--- src/rtl/small_buffer_sparse_encoder.sv ---
// small_buffer_sparse_encoder
//   Captures one dense block of BITMASK_LENGTH elements and streams its
//   nonzero elements out, NUM_OUTPUT lanes per beat, in ascending index order,
//   together with the block's nonzero bitmask.
//
// Ports
//   clock          sole clock, rising edge
//   resetn         asynchronous active-low reset
//   ivalid/oready  upstream block handshake; denseBlock holds element i at
//                  bits [(i+1)*ELEMENT_WIDTH-1 -: ELEMENT_WIDTH]
//   ovalid/iready  downstream beat handshake
//   bitmask        bit i set iff element i of the captured block is nonzero
//   packedOutput   this beat's nonzero elements starting at lane 0, unused lanes 0
//   numValidOutput number of valid lanes in this beat (0..NUM_OUTPUT)
//   isFirstBeat / isLastBeat  beat position within the block
//
// Build option
//   SMALL_BUFFER_ENCODER_BACK_TO_BACK_EN: when defined, oready follows iready
//   during a block's last beat so the next block is captured with no bubble.
//   When undefined, one IDLE cycle separates consecutive blocks.
module small_buffer_sparse_encoder #(
  parameter int BITMASK_LENGTH = 8,
  parameter int ELEMENT_WIDTH  = 16,
  parameter int NUM_OUTPUT     = 2,
  parameter int INDEX_BITWIDTH = $clog2(BITMASK_LENGTH) + 1,
  parameter int COUNT_BITWIDTH = $clog2(NUM_OUTPUT) + 1
) (
  input  logic                                    clock,
  input  logic                                    resetn,
  input  logic                                    ivalid,
  output logic                                    oready,
  input  logic [BITMASK_LENGTH*ELEMENT_WIDTH-1:0] denseBlock,
  output logic                                    ovalid,
  input  logic                                    iready,
  output logic [BITMASK_LENGTH-1:0]               bitmask,
  output logic [NUM_OUTPUT*ELEMENT_WIDTH-1:0]     packedOutput,
  output logic [COUNT_BITWIDTH-1:0]               numValidOutput,
  output logic                                    isFirstBeat,
  output logic                                    isLastBeat
);

  localparam logic [0:0] S_IDLE = 1'b0;
  localparam logic [0:0] S_EMIT = 1'b1;

  logic [0:0]                              r_state;
  logic                                    r_rst_done;
  logic [BITMASK_LENGTH*ELEMENT_WIDTH-1:0] r_data;
  logic [BITMASK_LENGTH-1:0]               r_bitmask;
  logic [INDEX_BITWIDTH-1:0]               r_index;
  logic [INDEX_BITWIDTH-1:0]               r_remaining;
  logic                                    r_first;

  logic [BITMASK_LENGTH-1:0]               w_in_mask;
  logic [INDEX_BITWIDTH-1:0]               w_in_nnz;
  logic [NUM_OUTPUT*ELEMENT_WIDTH-1:0]     w_lanes;
  logic [COUNT_BITWIDTH-1:0]               w_cnt;
  logic [INDEX_BITWIDTH-1:0]               w_next_idx;
  logic                                    w_emit;
  logic                                    w_last;
  logic                                    w_accept;
  logic                                    w_fire;

  // Bitmask and nonzero count of the incoming block.
  always_comb begin
    w_in_mask = '0;
    w_in_nnz  = '0;
    for (int unsigned i = 0; i < BITMASK_LENGTH; i++) begin
      if (denseBlock[i*ELEMENT_WIDTH +: ELEMENT_WIDTH] != '0) begin
        w_in_mask[i] = 1'b1;
        w_in_nnz     = w_in_nnz + INDEX_BITWIDTH'(1);
      end
    end
  end

  // Gather up to NUM_OUTPUT nonzero elements at or after the search index;
  // w_next_idx lands one past the last element taken.
  always_comb begin
    w_lanes    = '0;
    w_cnt      = '0;
    w_next_idx = r_index;
    for (int unsigned i = 0; i < BITMASK_LENGTH; i++) begin
      if ((INDEX_BITWIDTH'(i) >= r_index) && r_bitmask[i] &&
          (w_cnt < COUNT_BITWIDTH'(NUM_OUTPUT))) begin
        w_lanes[w_cnt*ELEMENT_WIDTH +: ELEMENT_WIDTH] = r_data[i*ELEMENT_WIDTH +: ELEMENT_WIDTH];
        w_cnt      = w_cnt + COUNT_BITWIDTH'(1);
        w_next_idx = INDEX_BITWIDTH'(i + 1);
      end
    end
  end

  assign w_emit = (r_state == S_EMIT);
  // An all-zero block has remaining=0 and is therefore a single (last) beat.
  assign w_last = (r_remaining <= INDEX_BITWIDTH'(NUM_OUTPUT));

`ifdef SMALL_BUFFER_ENCODER_BACK_TO_BACK_EN
  assign oready = ((r_state == S_IDLE) && r_rst_done) || (w_emit && w_last && iready);
`else
  assign oready = (r_state == S_IDLE) && r_rst_done;
`endif

  assign w_accept = oready && ivalid;
  assign w_fire   = w_emit && iready;

  assign ovalid         = w_emit;
  assign bitmask        = w_emit ? r_bitmask : '0;
  assign packedOutput   = w_emit ? w_lanes   : '0;
  assign numValidOutput = w_emit ? w_cnt     : '0;
  assign isFirstBeat    = w_emit && r_first;
  assign isLastBeat     = w_emit && w_last;

  always_ff @(posedge clock or negedge resetn) begin
    if (!resetn) begin
      r_state     <= S_IDLE;
      r_rst_done  <= 1'b0;
      r_data      <= '0;
      r_bitmask   <= '0;
      r_index     <= '0;
      r_remaining <= '0;
      r_first     <= 1'b0;
    end else begin
      r_rst_done <= 1'b1;
      // Capture takes priority: with back-to-back enabled it coincides with
      // the last-beat handshake and replaces the finished block in place.
      if (w_accept) begin
        r_state     <= S_EMIT;
        r_data      <= denseBlock;
        r_bitmask   <= w_in_mask;
        r_remaining <= w_in_nnz;
        r_index     <= '0;
        r_first     <= 1'b1;
      end else if (w_fire) begin
        if (w_last) begin
          r_state <= S_IDLE;
        end else begin
          r_index     <= w_next_idx;
          r_remaining <= r_remaining - INDEX_BITWIDTH'(w_cnt);
          r_first     <= 1'b0;
        end
      end
    end
  end

endmodule
--- config.mk ---
export PLATFORM = sky130hd
export DESIGN_NAME = small_buffer_sparse_encoder
export DESIGN_NICKNAME = d
export VERILOG_FILES = /design/src/rtl/small_buffer_sparse_encoder.sv
export SDC_FILE = /design/constraint.sdc
export NUM_CORES = 1
export LEC_CHECK = 0
export ABC_CLOCK_PERIOD_IN_PS = 22700
export CAP_MARGIN = 40
export CORE_MARGIN = 4
export CORE_UTILIZATION = 57
export DETAILED_ROUTE_END_ITERATION = 6
export GPL_ROUTABILITY_DRIVEN = 0
export PLACE_DENSITY = 0.89
export SLEW_MARGIN = 10
export SYNTH_ARGS = -nofsm -noshare
export SYNTH_HDL_FRONTEND = slang
export SYNTH_SLANG_ARGS = --single-unit
--- constraint.sdc ---
create_clock -name clock -period 22.7 [get_ports clock]
set_input_delay 6.81 -clock clock [delete_from_list [all_inputs] [get_ports clock]]
set_output_delay 6.81 -clock clock [all_outputs]
set_load 0.05 [all_outputs]
* Word level (Yosys, flattened, before mapping)
Cells that the tools add are included.
Operators by class: add/sub/neg operators 22, $lt $le $gt $ge 16, equality and inequality tests 1, shift operators 14, multiplexer cells 62, bitwise gates (word level) 1, reduce and logical (&&, ||, !) cells 34
Operators by type and width (number):
- 32-bit 2-to-1 mux | 8
- 6-bit negation with 34-bit output | 7
- 16-bit by 34-bit variable shift with 32-bit output (first input constant) | 7
- 16-bit by 34-bit indexed part select with 32-bit output | 7
- 32-bit bitwise mux | 7
- 16-bit nonzero test | 8
- 4-bit 2-to-1 mux | 21
- 4-bit by 1-bit adder with 4-bit output (second input constant) | 7
- 1-bit logical AND | 20
- 3-bit by 4-bit greater-or-equal comparator with 1-bit output (first input constant) | 4
- 1-bit 2-to-1 mux | 16
- 16-bit 2-to-1 mux | 1
- 2-bit 2-to-1 mux | 8
- 2-bit by 1-bit adder with 2-bit output (second input constant) | 7
- 2-bit < comparator (second input constant) | 7
- 9-bit nonzero test | 1
- 1-bit by 4-bit greater-or-equal comparator with 1-bit output (first input constant) | 2
- 2-bit by 4-bit greater-or-equal comparator with 1-bit output (first input constant) | 2
- 8-bit 2-to-1 mux | 1
- 4-bit by 2-bit <= comparator with 1-bit output (second input constant) | 1
- 2-bit AND reduction | 2
- 2-bit nonzero test | 2
- 4-bit by 2-bit subtractor with 4-bit output | 1
- 3-bit AND reduction | 1
- 2 further kinds | 2
Storage, ports and cells: register bits 147, output and inout port bits 46, word-level logic and storage cells 157

* Longest topological paths before layout
Gate-level depths: netlist (run 1).
word-level depth 28, mapped depth 29, gate-level depth less buffers 25

* Least setup slack after synthesis (run 1)
OpenSTA, ideal clock, no wires.
path type register -> output, start register r_index[3], end output packedOutput[10], data arrival time 7874 ps, data required time 15890 ps, path slack 8016 ps, cell stages (with the launch flop) 28, path through dfrtp_1 clkbuf_1 or4b_2 nor2_1 buf_2 ha_1 nor4b_4 a21oi_1 nand2b_1 clkbuf_1 clkbuf_1 ha_1 nor4b_1 a211oi_2 ha_1 nor3_1 nor2b_1 ha_1 nor4b_1 nor3b_1 ha_1 nor2_1 nor2b_1 ha_1 a221oi_1 clkbuf_1 a21boi_0 a221o_1
On the way: cells in the longest elaborated chain, start to end 26, elaborated cells on any way between the ends 80, classes of those cells add/sub (13); order compare (15); shift (14); mux (23); reduce/logical (15)
RTL lines:
- start: declaration | RTL line 49 | logic [INDEX_BITWIDTH-1:0] r_index;
- start signal: assignment | RTL line 135 | r_index <= w_next_idx;
- 1-bit by 4-bit greater-or-equal comparator with 1-bit output | RTL line 82 | if ((INDEX_BITWIDTH'(i) >= r_index) && r_bitmask[i] &&
- 1-bit logical AND | RTL line 82
- 1-bit 2-to-1 mux | RTL line 82
- 2-bit < comparator | RTL line 83 | (w_cnt < COUNT_BITWIDTH'(NUM_OUTPUT))) begin
- 1-bit logical AND | RTL line 82
- 2-bit 2-to-1 mux | RTL line 82
- 2-bit < comparator | RTL line 83
- 1-bit logical AND | RTL line 82
- (+10 left out)
- 2-bit < comparator | RTL line 83
- 1-bit logical AND | RTL line 82
- 2-bit 2-to-1 mux | RTL line 82
- 6-bit negation with 34-bit output | RTL line 84 | w_lanes[w_cnt*ELEMENT_WIDTH +: ELEMENT_WIDTH] = r_data[i*ELEMENT_WIDTH +: ELEMENT_WIDTH];
- 16-bit by 34-bit indexed part select with 32-bit output / 16-bit by 34-bit variable shift with 32-bit output (equally long branches) | RTL line 84
- 32-bit bitwise mux | RTL line 84
- 32-bit 2-to-1 mux * | RTL line 82
- 32-bit 2-to-1 mux * | RTL line 106 | assign packedOutput = w_emit ? w_lanes : '0;
- end: declaration | RTL line 36 | output logic [NUM_OUTPUT*ELEMENT_WIDTH-1:0] packedOutput,
Mark *: on every way between the ends. The rest lies on a longest branch, timed or not.

* Worst setup path in the final report (run 1)
start register r_index[3], end output packedOutput[28]
The elaborated chain is that of the path after synthesis.

==> summary.md, run 1 <==
| Metric | Value |
|---|---|
| Status | finished, final reports clean |
| Unique masters post-synth | 69 |
| Largest cells by area after synthesis | dfrtp_1, nand2_1, ha_1 |
| Die Y | 136 um |
| Core area | 15900 um^2 |
| Max-cap violations | 0 |
| Worst-Skew Late Latency | 0.43 ns |
| Fmax | 61.5 MHz |
| H-tree level count | 4 |
| Sink Count | 147 |
| CP Launch Type | register |
| Commonest non-fill, non-tap cell in the layout | nand2_1 |
| Total CTS buffers | 17 |
| Yosys Warn Count | 0 |
| Mapped Avg Cell Area | 8.19 um^2 |
| Root buffer cell | clkbuf_16 |
| Worst flop-to-flop path startpoint | r_index[3] |
| Layout cell share with drive strength beyond 1 | 0.0734 |
| Busiest grt layer | met2 |
| Initial antenna violation count | 0 |
| Mapped Nets | 1295 |
| Post-Route WL | 30.0 mm |
| Ys flop type | dfrtp_1 |
| Max-slew violations | 0 |
| Commonest non-fill, non-tap cells in the layout | nand2_1, clkdlybuf4s50_1, dfrtp_1 |
| Min-delay src | r_data[5] |
| Setup_tns | 0 ns |
| I/O pin count | 178 |
| Vias per Instance | 6.37 |
| Pre-antenna DRT Iters | 6 |
| Synth top area share | 0.396 |
| Crit. End Element | primary output |
| Hold Buf Count CTS | 0 |
| Final worst path period need | 16.26 ns |
| Global Route Usage Sum | 0.327 |
| Antenna cells | 0 |
| Vias in the first global route | 9400 |
| RR Endpoint | r_remaining[3] |
| RSZ-0062 raised after global routing | no |
| Drt initial violations | 1032 |
| Flop and latch count out of synthesis | 147 |
| FF-to-FF setup slack | 14.07 ns |
| Grt met3 use | 0.0628 |
| Critical path data arrival time | 9.45 ns |
| Register clock-pin slew on the reported worst setup and hold paths | 0.06 ns |
| CP required | 15.89 ns |
| Clk_skew | 0.00587 ns |
| Yosys top cell by area | dfrtp_1 |
| Final number of hold-violating endpoints | 0 |
| CTS tree | built |
| Syn Inst Count | 1135 |
| Residual DRC | 0 |
| Initial core utilization | 0.583 |
| Antenna Violating Nets Remaining | 0 |
| Hold depth | 2 |
| Post-synthesis sequential area ratio | 0.396 |
| Wire per inst | 19.9 um |
| Die Area | 18400 um^2 |
| Vias | 9621 |
| Port Buf Inserts | 177 |
| Post-synth EDFFs | 0 |
| Reg2Reg Depth | 25 |
| Grt met2 use | 0.535 |
| Post-CTS sizing | 0 |
| Place WS | 7.07 ns |
| Global route overflow | 0 |
| Number of buffers added for setup after CTS | 0 |
| Netlist Area Pre-Place | 9300 um^2 |
| Final Cycle Share | 0.716 |
| Max FO, Critical Path | 19 |
| FFs w/ async S/R, synth | 1.00 |
| Site row count | 46 |
| Final Worst Setup Slack | 6.44 ns |
| Crit path kind | register to primary output |
| Slew margin rel. | 0.285 |
| Max Buffers Root-to-Sink | 2 |
| Met1 usage | 0.416 |
| Hold worst-path end | r_data[5] |
| Final net count | 1441 |
| HPWL after DPL | 22.6 mm |
| First-pass GRT wire length | 47.4 mm |
| Final setup vio count | 0 |
| Die W | 136 um |
| Largest net degree at the start of global routing | 92 |
| Worst Hold Class | register to register |
| Worst-Margin Slew | 1.06 ns |
| Area grow syn2layout | 27.4% |
## metal layers
layer | wire length [um] | vias up
met4 | 1660 | 0
met1 | 11500 | 4540
met2 | 14400 | 603
met5 | 0 | -
met3 | 2450 | 148
li1 | - | 4330
## kinds of logic after synthesis
kind of cell    share of synthesized area
buf+inv                            0.0410
other cells                      0.000403
compound gates                      0.203
xor+xnor                           0.0244
fa+ha+maj                          0.0385
mux                               0.00350
flops                               0.396
simple gates                        0.294
## state kept, by name, indices dropped and copies added (netlist names)
signal / flops
ovalid: 1
r_bitmask: 8
r_data: 128
r_first: 1
r_index: 4
r_remaining: 4
r_rst_done: 1
## metrics by stage
stage | hold WS [ns] | util | instances | cell area (um^2)
6_report | 0.488 | 0.743 | 1510 | 11800
5_1_grt | 0.512 | 0.743 | 1510 | 11800
4_1_cts | 0.486 | 0.743 | 1509 | 11800
3_5_place_dp | 0.469 | 0.705 | 1477 | 11200
3_3_place_gp | 0.463 | 0.701 | 1470 | 11200
2_1_floorplan | 0.439 | - | 1135 | 9300
## area by class of cell
class / instances / area (um^2)
Multi-Input combinational cell: 894 / 5260
Fill cell: 1163 / 4100
Sequential cell: 147 / 3680
Timing Repair Buffer: 198 / 1950
Clock buffer: 17 / 425
Tap cell: 216 / 270
Clock inverter: 15 / 170
Inverter: 23 / 88.8
## synthesized netlist by cell type (6+ instances only)
cell type and n:
nand2_1 451, dfrtp_1 147, clkbuf_1 57, nor2_1 36, nor4_1 35, a22oi_1 32
a221o_1 31, a32oi_1 31, ha_1 27, inv_1 21, a21o_1 18, o211ai_1 18
o2bb2ai_1 17, a32o_1 16, or2_2 16, a21boi_0 15, a21oi_1 13, and2_1 11
o21ai_0 11, xnor2_1 11, and4_1 9, and3_1 8, nand4_1 7, buf_2 6
nand3_1 6
## critical path, cell delays in order, from the launching register on
cell and delay (ns):
dfrtp_1 0.54, or4b_2 0.70, nor2_1 0.12, buf_4 0.25
ha_1 0.32, inv_1 0.15, a21oi_1 0.07, nand2b_1 0.48
ha_1 0.50, nor4b_1 0.08, a211oi_2 0.59, ha_1 0.38
nor3_1 0.54, nor2b_1 0.17, ha_1 0.39, nor4b_1 0.52
nor3b_1 0.21, ha_1 0.38, nor2_1 0.08, nor2b_1 0.30
ha_1 0.32, nor2_1 0.14, nand2_1 0.11, nor3_4 0.59
a221o_1 0.29, clkdlybuf4s50_1 0.81
## how the worst max path moves through the flow
stage,startpoint,end,cells past startpoint
2_1_floorplan,r_index[3],packedOutput[10],27
3_3_place_gp,r_index[3],packedOutput[12],23
3_5_place_dp,r_index[3],packedOutput[21],25
4_1_cts,r_index[3],packedOutput[28],25
5_1_grt,r_index[3],packedOutput[28],25
6_report,r_index[3],packedOutput[28],25
Power of run 1 is left out: the tool's default activity adds up to more than one toggle a clock period on the data nets, which glitch-free logic cannot reach.
==> inputs of run 2 (changes only) <==
--- a/config.mk
+++ b/config.mk
@@ -5,13 +5,13 @@
 export SDC_FILE = /design/constraint.sdc
 export NUM_CORES = 1
 export LEC_CHECK = 0
-export ABC_CLOCK_PERIOD_IN_PS = 22700
+export ABC_CLOCK_PERIOD_IN_PS = 13200
 export CAP_MARGIN = 40
 export CORE_MARGIN = 4
-export CORE_UTILIZATION = 57
+export CORE_UTILIZATION = 48
 export DETAILED_ROUTE_END_ITERATION = 6
 export GPL_ROUTABILITY_DRIVEN = 0
-export PLACE_DENSITY = 0.89
+export PLACE_DENSITY = 0.81
 export SLEW_MARGIN = 10
 export SYNTH_ARGS = -nofsm -noshare
 export SYNTH_HDL_FRONTEND = slang
==> constraint.sdc (replaced) <==
create_clock -name clock -period 13.2 [get_ports clock]
set_input_delay 3.96 -clock clock [delete_from_list [all_inputs] [get_ports clock]]
set_output_delay 3.96 -clock clock [all_outputs]
set_load 0.05 [all_outputs]
==> run 2 against run 1 <==
  * Clock skew increased by 0.0023 ns
  * Setup slack got worse by 5.8 ns
  * Final area increased by 0.92%
  * Routed wire length increased by 4.2%
  * Global-route usage decreased by 4.2 points
  * Largest cell class unchanged
  * First-iteration DRC count increased by 9.7%
  * Count of clock-buffer cells in the layout increased by 1
  * Hold slack got worse by 0.0090 ns
  * Cell count increased by 3.2%
  * Register-to-register slack got worse by 9.0 ns
  * Die area increased by 18%
==> summary.md, run 2 (synthesis results as in run 1) <==
| Metric | Value |
|---|---|
| Status | finished, final reports clean |
| RSZ-0062 raised after global routing | no |
| Die Area | 21700 um^2 (+18%) |
| Max FFs per register | 128 (unchanged) |
| Final net count | 1444 (+0.21%) |
| Max Buffers Root-to-Sink | 2 (unchanged) |
| Hold Buf Count CTS | 0 (unchanged) |
| Non-Filler Instances | 1559 (+3.2%) |
| Residual DRC | 0 (unchanged) |
| Pre-antenna DRT Iters | 6 (unchanged) |
| Port Buf Inserts | 177 (unchanged) |
| Final number of hold-violating endpoints | 0 (unchanged) |
| Worst-Margin Slew | 1.05 ns (-0.0162 ns) |
| Largest regs | r_data (128), r_bitmask (8) |
| Slew margin rel. | 0.296 (+0.0109) |
| CTS tree | built |
| CP required | 9.24 ns (-6.65 ns) |
| Vias in the first global route | 9228 (-1.8%) |
| Post-DP Area | 11300 um^2 (+0.27%) |
| Worst Hold Class | register to register |
| Global Route Usage Sum | 0.285 (-0.0422) |
| Global route overflow | 0 (unchanged) |
| Drt initial violations | 1132 (+9.7%) |
| Die W | 147 um (+8.4%) |
| Initial core utilization | 0.492 (-0.0911) |
| Post-Place Cells | 1523 (+3.1%) |
| Clk_skew | 0.00819 ns (+0.00232 ns) |
| I/O pin count | 178 (unchanged) |
| Largest net degree at the start of global routing | 90 (-2.2%) |
| Final Cycle Share | 0.952 |
| Final setup vio count | 0 (unchanged) |
| Site row count | 50 (+8.7%) |
| CP Launch Type | register |
| Crit. End Element | primary output |
| Layout cell share with drive strength beyond 1 | 0.0910 (+0.0176) |
| First-pass GRT wire length | 49.2 mm (+3.8%) |
| Sink Count | 147 (unchanged) |
| Critical path data arrival time | 8.60 ns (-0.85 ns) |
| Commonest non-fill, non-tap cells in the layout | nand2_1, clkdlybuf4s50_1, dfrtp_1 |
| Register clock-pin slew on the reported worst setup and hold paths | 0.06 ns (about the same) |
| Area grow syn2layout | 28.5% |
| Core area | 18900 um^2 (+19%) |
| Vias per Instance | 6.08 (-4.6%) |
| Root buffer cell | clkbuf_16 |
| Max FO, Critical Path | 19 (unchanged) |
| Commonest non-fill, non-tap cell in the layout | nand2_1 |
| Final worst path period need | 12.56 ns |
| Crit path kind | register to primary output |
| Max-slew violations | 0 (unchanged) |
| Total CTS buffers | 17 (unchanged) |
| Die Y | 147 um (+8.4%) |
| Setup_tns | 0 ns (unchanged) |
| Final instance area | 12000 um^2 (+0.92%) |
| Worst-Skew Late Latency | 0.44 ns (about the same) |
| Wire per inst | 20.0 um (+0.89%) |
| Most flop-heavy register | r_data |
| Antenna Violating Nets Remaining | 0 (unchanged) |
| HPWL after DPL | 23.3 mm (+3.0%) |
| Max-cap violations | 0 (unchanged) |
| Fmax | 79.6 MHz |
| H-tree level count | 4 (unchanged) |
| Initial antenna violation count | 2 (+2) |
| Post-Route WL | 31.3 mm (+4.2%) |
| Vias | 9472 (-1.5%) |
[run 2: stage by stage]
stage	hold slack, ns	util	setup slack [ns]
after CTS	0.483	0.629	0.165
after floorplan	0.439	-	1.37
after detailed placement	0.469	0.597	0.666
after global placement	0.456	0.593	1.07
after global routing	0.522	0.633	0.133
final	0.479	0.633	0.638
[run 2: area by class of cell]
class	instances	area, um^2
antenna	2	5.00
timing repair buffer	201	1970
sequential	147	3680
clock buffer	18	439
tap	260	325
inverter	23	88.8
clock inverter	14	166
fill	1636	6940
multi-input combinational	894	5280
[run 2: final timing paths]
path,startpoint,endpoint,slack [ns],cells after the start
worst max-delay path,r_index[3],packedOutput[27],0.64,27
worst min-delay path,r_first,r_first,0.48,2
worst max register to register,r_index[3],r_remaining[3],5.06,26
worst min register to register,r_first,r_first,0.48,2
max in group asynchronous,resetn,r_data[13],8.58,3
min in group asynchronous,resetn,r_data[118],3.29,1
[run 2: timing repair]
action	CTS	global route
hold endpoints to repair	0	0
gates resized for setup	0	5
setup endpoints to repair	0	16
buffers inserted	0	1
[run 2: per-layer routing]
| metal | vias to the layer above | routed length (um) | global-route usage |
|---|---|---|---|
| met5 | - | 0 | 0 |
| met4 | 0 | 1450 | 0.136 |
| met3 | 103 | 2190 | 0.0453 |
| met2 | 498 | 15000 | 0.464 |
| met1 | 4537 | 12600 | 0.374 |
| li1 | 4334 | - | - |
[run 2: critical path, cell delays in order (launching register included)]
cell	delay (ns)
dfrtp_1	0.54
or4b_2	0.69
nor2_1	0.11
buf_4	0.25
ha_1	0.35
nor4b_4	0.13
a21oi_1	0.19
nand2b_1	0.12
buf_4	0.22
ha_1	0.30
nor4b_1	0.39
a211oi_2	0.18
ha_1	0.43
nor3_2	0.40
nor2b_1	0.15
ha_1	0.37
nor4b_1	0.46
nor3b_1	0.21
ha_1	0.37
nor2_1	0.24
nor2b_1	0.15
ha_1	0.36
nor2_1	0.13
nand2_1	0.09
nor3_4	0.16
buf_12	0.18
a221o_1	0.16
clkdlybuf4s50_1	0.82
Power of run 2 is left out for the same reason.
